## config.mk

```make
export PLATFORM = sky130hd
export DESIGN_NAME = clk_div_ctrl
export DESIGN_NICKNAME = d
export VERILOG_FILES = /design/src/rtl/clk_div_ctrl_pkg.sv /design/src/rtl/clk_div_ctrl_cnt.sv /design/src/rtl/clk_div_ctrl.sv
export SDC_FILE = /design/constraint.sdc
export NUM_CORES = 1
export LEC_CHECK = 0
export BUFFER_PORTS_ARGS = -buffer_cell sky130_fd_sc_hd__buf_2
export CAP_MARGIN = 15
export CORE_MARGIN = 8
export CORE_UTILIZATION = 40
export CTS_CLUSTER_SIZE = 16
export DETAILED_ROUTE_END_ITERATION = 16
export PLACE_DENSITY_LB_ADDON = 0.08
export SLEW_MARGIN = 10
export SYNTH_ARGS = -nofsm -noshare
export SYNTH_HDL_FRONTEND = slang
export SYNTH_SLANG_ARGS = --single-unit
```

## constraint.sdc

```tcl
create_clock -name clk_ref -period 8.6 [get_ports clk_ref]
set_input_delay 1.72 -clock clk_ref [delete_from_list [all_inputs] [get_ports clk_ref]]
set_output_delay 1.72 -clock clk_ref [all_outputs]
set_load 0.02 [all_outputs]
```

## src/rtl/clk_div_ctrl_pkg.sv

```systemverilog
// ============================================================================
// Module   : clk_div_ctrl_pkg
// Brief    : State encodings and ratio normalisation shared by clk_div_ctrl.
//            The STEP state exists only when CLK_DIV_CTRL_STEP_EN is defined.
// Revision : 1.0 - initial release
// ============================================================================
`default_nettype none

package clk_div_ctrl_pkg;

    localparam int c_state_w = 2;

    localparam logic [c_state_w-1:0] c_st_halt = 2'd0;
    localparam logic [c_state_w-1:0] c_st_run  = 2'd1;
`ifdef CLK_DIV_CTRL_STEP_EN
    localparam logic [c_state_w-1:0] c_st_step = 2'd2;
`endif

    // Ratios 0 and 1 both mean "enable every cycle".
    function automatic logic [31:0] norm_div(input logic [31:0] d);
        return (d < 32'd2) ? 32'd1 : d;
    endfunction

endpackage

`default_nettype wire

```

## src/rtl/clk_div_ctrl_cnt.sv

```systemverilog
// ============================================================================
// Module   : clk_div_ctrl_cnt
// Brief    : Modulo-N period counter with synchronous clear and terminal count.
// Revision : 1.0 - initial release
// ============================================================================
`default_nettype none

module clk_div_ctrl_cnt #(
    parameter int WIDTH = 8
) (
    input  logic             clk,
    input  logic             rst,
    input  logic             i_clr,
    input  logic [WIDTH-1:0] i_n,
    output logic [WIDTH-1:0] o_cnt,
    output logic             o_tc
);

    localparam logic [WIDTH-1:0] c_one = WIDTH'(1);

    logic [WIDTH-1:0] r_cnt;
    logic             w_tc;

    assign w_tc  = (r_cnt == (i_n - c_one));
    assign o_cnt = r_cnt;
    assign o_tc  = w_tc;

    always_ff @(posedge clk or posedge rst) begin
        if (rst) begin
            r_cnt <= '0;
        end else if (i_clr || w_tc) begin
            r_cnt <= '0;
        end else begin
            r_cnt <= r_cnt + c_one;
        end
    end

endmodule

`default_nettype wire

```

## src/rtl/clk_div_ctrl.sv

```systemverilog
// ============================================================================
// Module   : clk_div_ctrl
// Brief    : Run-time programmable clock-enable generator with run/halt
//            sequencing and boundary-aligned ratio changes.
//            Optional single-step support: define CLK_DIV_CTRL_STEP_EN.
// Revision : 1.0 - initial release
// ============================================================================
`default_nettype none

module clk_div_ctrl
    import clk_div_ctrl_pkg::*;
#(
    parameter int WIDTH     = 8,
    parameter int RESET_DIV = 4
) (
    input  logic             clk_ref,
    input  logic             arst,
    input  logic             run,
    input  logic             div_req,
    input  logic [WIDTH-1:0] div_val,
`ifdef CLK_DIV_CTRL_STEP_EN
    input  logic             step,
`endif
    output logic             div_ack,
    output logic             clk_en,
    output logic             clk_out,
    output logic             halted
);

    logic [c_state_w-1:0] r_state;
    logic [c_state_w-1:0] w_state_nxt;

    logic [WIDTH-1:0] r_div_q;
    logic [WIDTH-1:0] r_pend_val;
    logic             r_pend;
    logic             r_div_ack;

    logic [WIDTH-1:0] w_n;
    logic [WIDTH-1:0] w_cnt;
    logic             w_tc;
    logic             w_active;
    logic             w_apply;
    logic             w_latch;
    logic             w_cnt_clr;

    assign w_n = WIDTH'(norm_div(32'(r_div_q)));

    clk_div_ctrl_cnt #(
        .WIDTH (WIDTH)
    ) u_cnt (
        .clk   (clk_ref),
        .rst   (arst),
        .i_clr (w_cnt_clr),
        .i_n   (w_n),
        .o_cnt (w_cnt),
        .o_tc  (w_tc)
    );

    always_ff @(posedge clk_ref or posedge arst) begin
        if (arst) begin
            r_state <= c_st_halt;
        end else begin
            r_state <= w_state_nxt;
        end
    end

    always_comb begin
        w_state_nxt = r_state;
        w_active    = (r_state != c_st_halt);
        // Halted: a pending ratio lands on the next edge; otherwise only at a boundary.
        w_apply     = r_pend && (!w_active || w_tc);
        w_latch     = div_req && !r_pend && !r_div_ack;
        w_cnt_clr   = !w_active || w_apply;

        case (r_state)
            c_st_halt: begin
                if (run) begin
                    w_state_nxt = c_st_run;
`ifdef CLK_DIV_CTRL_STEP_EN
                end else if (step) begin
                    w_state_nxt = c_st_step;
`endif
                end
            end
            c_st_run: begin
                if (w_tc && !run) begin
                    w_state_nxt = c_st_halt;
                end
            end
`ifdef CLK_DIV_CTRL_STEP_EN
            c_st_step: begin
                if (w_tc) begin
                    w_state_nxt = c_st_halt;
                end
            end
`endif
            default: begin
                w_state_nxt = c_st_halt;
            end
        endcase
    end

    always_ff @(posedge clk_ref or posedge arst) begin
        if (arst) begin
            r_div_q    <= WIDTH'(RESET_DIV);
            r_pend_val <= '0;
            r_pend     <= 1'b0;
            r_div_ack  <= 1'b0;
        end else begin
            r_div_ack <= w_apply;
            if (w_apply) begin
                r_div_q <= r_pend_val;
                r_pend  <= 1'b0;
            end else if (w_latch) begin
                r_pend_val <= div_val;
                r_pend     <= 1'b1;
            end
        end
    end

    // All outputs decode registered state only.
    assign div_ack = r_div_ack;
    assign clk_en  = w_active && w_tc;
    assign clk_out = w_active && (w_cnt < (w_n >> 1));
    assign halted  = !w_active;

endmodule

`default_nettype wire

```

After elaboration in Yosys (flattened, before gate mapping):

Index checks and enable logic that the tools add are counted.
Widths: inputs -> output; s select.

* add/subtract/negate cells: 2
* magnitude comparators: 2
* eq/ne operators: 4
* multiplexer cells: 7
* bitwise logic cells: 1
* reduce and logical (&&, ||, !) cells: 18

Operators with widths (number)
* $mux 8: 2
* $add 8x1->8 const B: 1
* $eq 8x8->1: 1
* $lt 8x2->1 const B: 1
* $lt 8x7->1: 1
* $sub 8x1->8 const B: 1
* $logic_and 1x1->1: 6
* $logic_not 1->1: 4
* $mux 2: 2
* $ne 2x2->1 const B: 2
* $pmux 2 s2: 1
* $reduce_and 2->1: 2
* $reduce_bool 2->1: 2
* $logic_or 1x1->1: 3
* $eq 2x1->1 const B: 1
* $logic_not 2->1: 1
* $mux 1: 2
* $not 1->1: 1

* register bits after elaboration: 28
* input bits: 12
* output and inout bits: 4

Depth between registers and ports, before layout:

* depth after elaboration: 9
* depth in mapped cells: 10
* mapped depth without buffers: 10

By module:

A second synthesis with hierarchy kept.

* cells, all modules: 134
* area, all modules: 1503.9 um2

By module, submodules not included
* clk_div_ctrl: instances 1, cells each 76, area an instance 924.6 um2, sequential area each 476.7 um2
* clk_div_ctrl_cnt: instances 1, cells each 58, area an instance 579.3 um2, sequential area each 200.2 um2

Worst setup path after synthesis:

No wires, ideal clock.

* path type: reg-to-output
* start: register r_div_q[3]
* end: output port clk_en
* arrival: 2853 ps
* data required time: 6880 ps
* setup slack: 4027 ps
* stages on the path, launching flop included: 10
* buffers on the path: 0
* cells stage by stage: dfrtp_1 > or4_1 > nor2_1 > a21oi_1 > ha_1 > o21ba_2 > a221o_1 > a2111oi_4 > o2111ai_2 > nor2_1

* longest elaborated chain between the ends: 5

Ends and longest elaborated chain
* start: declaration: RTL line clk_div_ctrl.sv:33 `logic [WIDTH-1:0] r_div_q;`
* start signal: assignment: RTL line clk_div_ctrl.sv:105 `r_div_q <= WIDTH'(RESET_DIV);`
* start signal: assignment: RTL line clk_div_ctrl.sv:112 `r_div_q <= r_pend_val;`
* $lt 8x2->1: RTL line clk_div_ctrl_pkg.sv:21 `return (d < 32'd2) ? 32'd1 : d;`
* $mux 8 *: RTL line clk_div_ctrl_pkg.sv:21
* $sub 8x1->8 *: RTL line clk_div_ctrl_cnt.sv:24 `assign w_tc = (r_cnt == (i_n - c_one));`
* $eq 8x8->1 *: RTL line clk_div_ctrl_cnt.sv:24
* $logic_and 1x1->1 *: RTL line clk_div_ctrl.sv:123 `assign clk_en = w_active && w_tc;`
* end: declaration: RTL line clk_div_ctrl.sv:25 `output logic clk_en,`

Every way passes the cells marked *; elsewhere a longest branch is shown, timed or not.

Final worst setup path:

Same ends and word-level chain as after synthesis.

==> flow_summary.toml <==
[cts]
cts_buffer_depth = 2
postCtsSetupRepairBufs = 0
cts-hold-fix-buffers = 0
post_cts_resized = 0
cts.sinks = 27
cts_tree = "done"
cts.reportedPaths.clkPinSlew_ns = 0.09
cts_root_buf = "clkbuf_8"
worstSkewPairLatency_ns = 0.28
cts_inserted_buffers = 3
h-tree-depth = 1

[routing]
vias_per_cell = 5.12
vias = 1008
top_layer = "met4"
drt_wl_total_um = 2960
wl_met1_um = 1380
met2_length_um = 1450
drtIter0Drc = 34
drc = 0
antenna_left = 0
wl_met3_um = 93
wl_per_cell_um = 15.0
dr.pass1.iters = 4

[finish]
most-common-layout-cells = "dfrtp_1, mux2_2, buf_2"
final_common_cell = "dfrtp_1"
final_layout_size_suffix_gt1_frac = 0.289
fill_cells = 348
fin_nets = 170
antenna_cells = 0
ff_latch_area_um2 = 677
multiInputGateArea_um2 = 757
syn2layout_area_growth_pct = 14.5
finalNonFillerCells = 197
final_util = 0.470

[critical_path]
critical_path_class = "register to output port"
rr_worst_depth = 10
worstPathRequired_ns = 6.88
cp-end-kind = "output port"
critPathArrivalTime_ns = 3.35
cp-start-kind = "register"
crit_start = "r_div_q[3]"
cp_max_fo = 6
r2r_start = "r_div_q[3]"

[timing]
fin_crit_ns = 5.07
tns_ns = 0
finalClockSkew_ns = 0.00691
tightest_slew_ns = 0.425
fin_hold_ws_ns = 0.513
slew_headroom = 0.713
fmax_ghz = 0.197
finalCritPeriodShare = 0.589
rsz0062_at_grt = "false"
timing.final.max_slew_violations = 0
setup_viol = 0
hold_viol_final = 0

[placement]
port_buffers = 15
gp_congestion = 0.861
hpwl_um = 2300
place_inst = 192

[synth]
async_reset_ff_frac = 1.00
syn_inst = 129
netlist.area_leader.share = 0.440
synth_area_um2 = 1480
avgSynthCellArea_um2 = 11.5
ys_warn_count = 0
ys_seq_area_frac = 0.457
syn_nets = 149
synth_area_leaders = "dfrtp_1, mux2_2, ha_1"
synth_top_cell_by_area = "dfrtp_1"
synth_flop_cell = "dfrtp_1"
synth_seq_cells = 27
synth_cell_types = 34
synth-edff-count = 0

[global_route]
grt_pass1_wl_um = 5180
antenna_found_initial = 0
grt_max_degree = 28
grt_util_all_layers = 0.107
grt_overflow = 0
first_global_vias = 1057

[floorplan]
dieArea_um2 = 5900
start_util = 0.410
die_h_um = 76.8
die_x_um = 76.8
row_count = 22
ios = 16
core_area_um2 = 3610

[status]
outcome = "finished, final reports clean"

[job]
maxCapViolCount = 0

[power]
vdd_drop_max_mv = 0.129
p_leak_nw = 0.790
cellPowerDensity_nw_per_um2 = 385

[min_path]
hp-class = "register to register"
worst_hold_path.num_cells = 1
hold_path_startpoint = "r_pend_val[4]"
## cells in the mapped netlist (all sizes together), types with 2 or more instances
library cell and count:
xnor2 6, nand2b 2, nor2 10, nand3 6, a21oi 3, nor3 2
o2111ai 2, a21o 4, and3 4, or4 2, xor2 8, nand2 3
mux2 16, dfrtp 26, ha 8, inv 11
## cells by family after synthesis
family                   after synthesis  share of synthesized area
AND/OR/NAND/NOR                       33                      0.115
flip-flops                            27                      0.457
AO/OA/AOI/OAI                         19                      0.124
multiplexers                          16                      0.122
XOR/XNOR                              14                     0.0828
buffers and inverters                 12                     0.0313
adder cells (fa/ha/maj)                8                     0.0676
## routing by layer
metal,global-route usage,vias up
met5,0,-
li1,-,495
met2,0.179,14
met3,0.0245,5
met4,0.0404,0
met1,0.131,494
## flip-flops by register name (all words and copies together) (netlist names)
register	flops
r_state	1
div_ack	1
r_pend_val	8
u_cnt.o_cnt	8
r_div_q	8
r_pend	1
## worst paths after layout
| path | to | slack, ns |
|---|---|---|
| setup reg to reg | r_div_q[1] | 4.97 |
| setup / recovery | clk_en | 3.53 |
| hold / removal | r_pend_val[4] | 0.51 |
| hold reg to reg | r_pend_val[4] | 0.51 |
| min in group asynchronous | u_cnt.o_cnt[0] | 1.41 |
| max in group asynchronous | r_div_q[2] | 6.67 |
## stage by stage
stage                     total power, W  cell area (um^2)  worst slack, ns
after global placement          0.000573              1620             3.96
after CTS                       0.000660              1670             3.52
final                           0.000653              1690             3.53
after global routing            0.000709              1690             3.36
after detailed placement        0.000583              1620             3.87
after floorplan                 0.000501              1480             4.03
## final cells by class
| cell class | instances | area share |
|---|---|---|
| Inverter | 11 | 0.0244 |
| Sequential cell | 27 | 0.400 |
| Timing Repair Buffer | 17 | 0.0650 |
| Tap cell | 48 | 0.0355 |
| Clock buffer | 3 | 0.0244 |
| Clock inverter | 1 | 0.00443 |
| Multi-Input combinational cell | 90 | 0.447 |
## critical path, stage by stage (launching register included)
cell       delay, ns
dfrtp_1         0.46
or4_1           0.62
nor2_1          0.16
a21oi_1         0.10
ha_1            0.25
o21ba_2         0.22
a221o_1         0.38
a2111oi_4       0.32
o2111ai_2       0.25
nor2_1          0.13
buf_2           0.17
## report_power, final
group	internal (W)	total [W]	switching [W]
clock	0.0000329	0.0000742	0.0000413
combinational	0.000163	0.000320	0.000157
sequential	0.000186	0.000258	0.0000728
No activity file was read; power rests on OpenSTA's default activity.
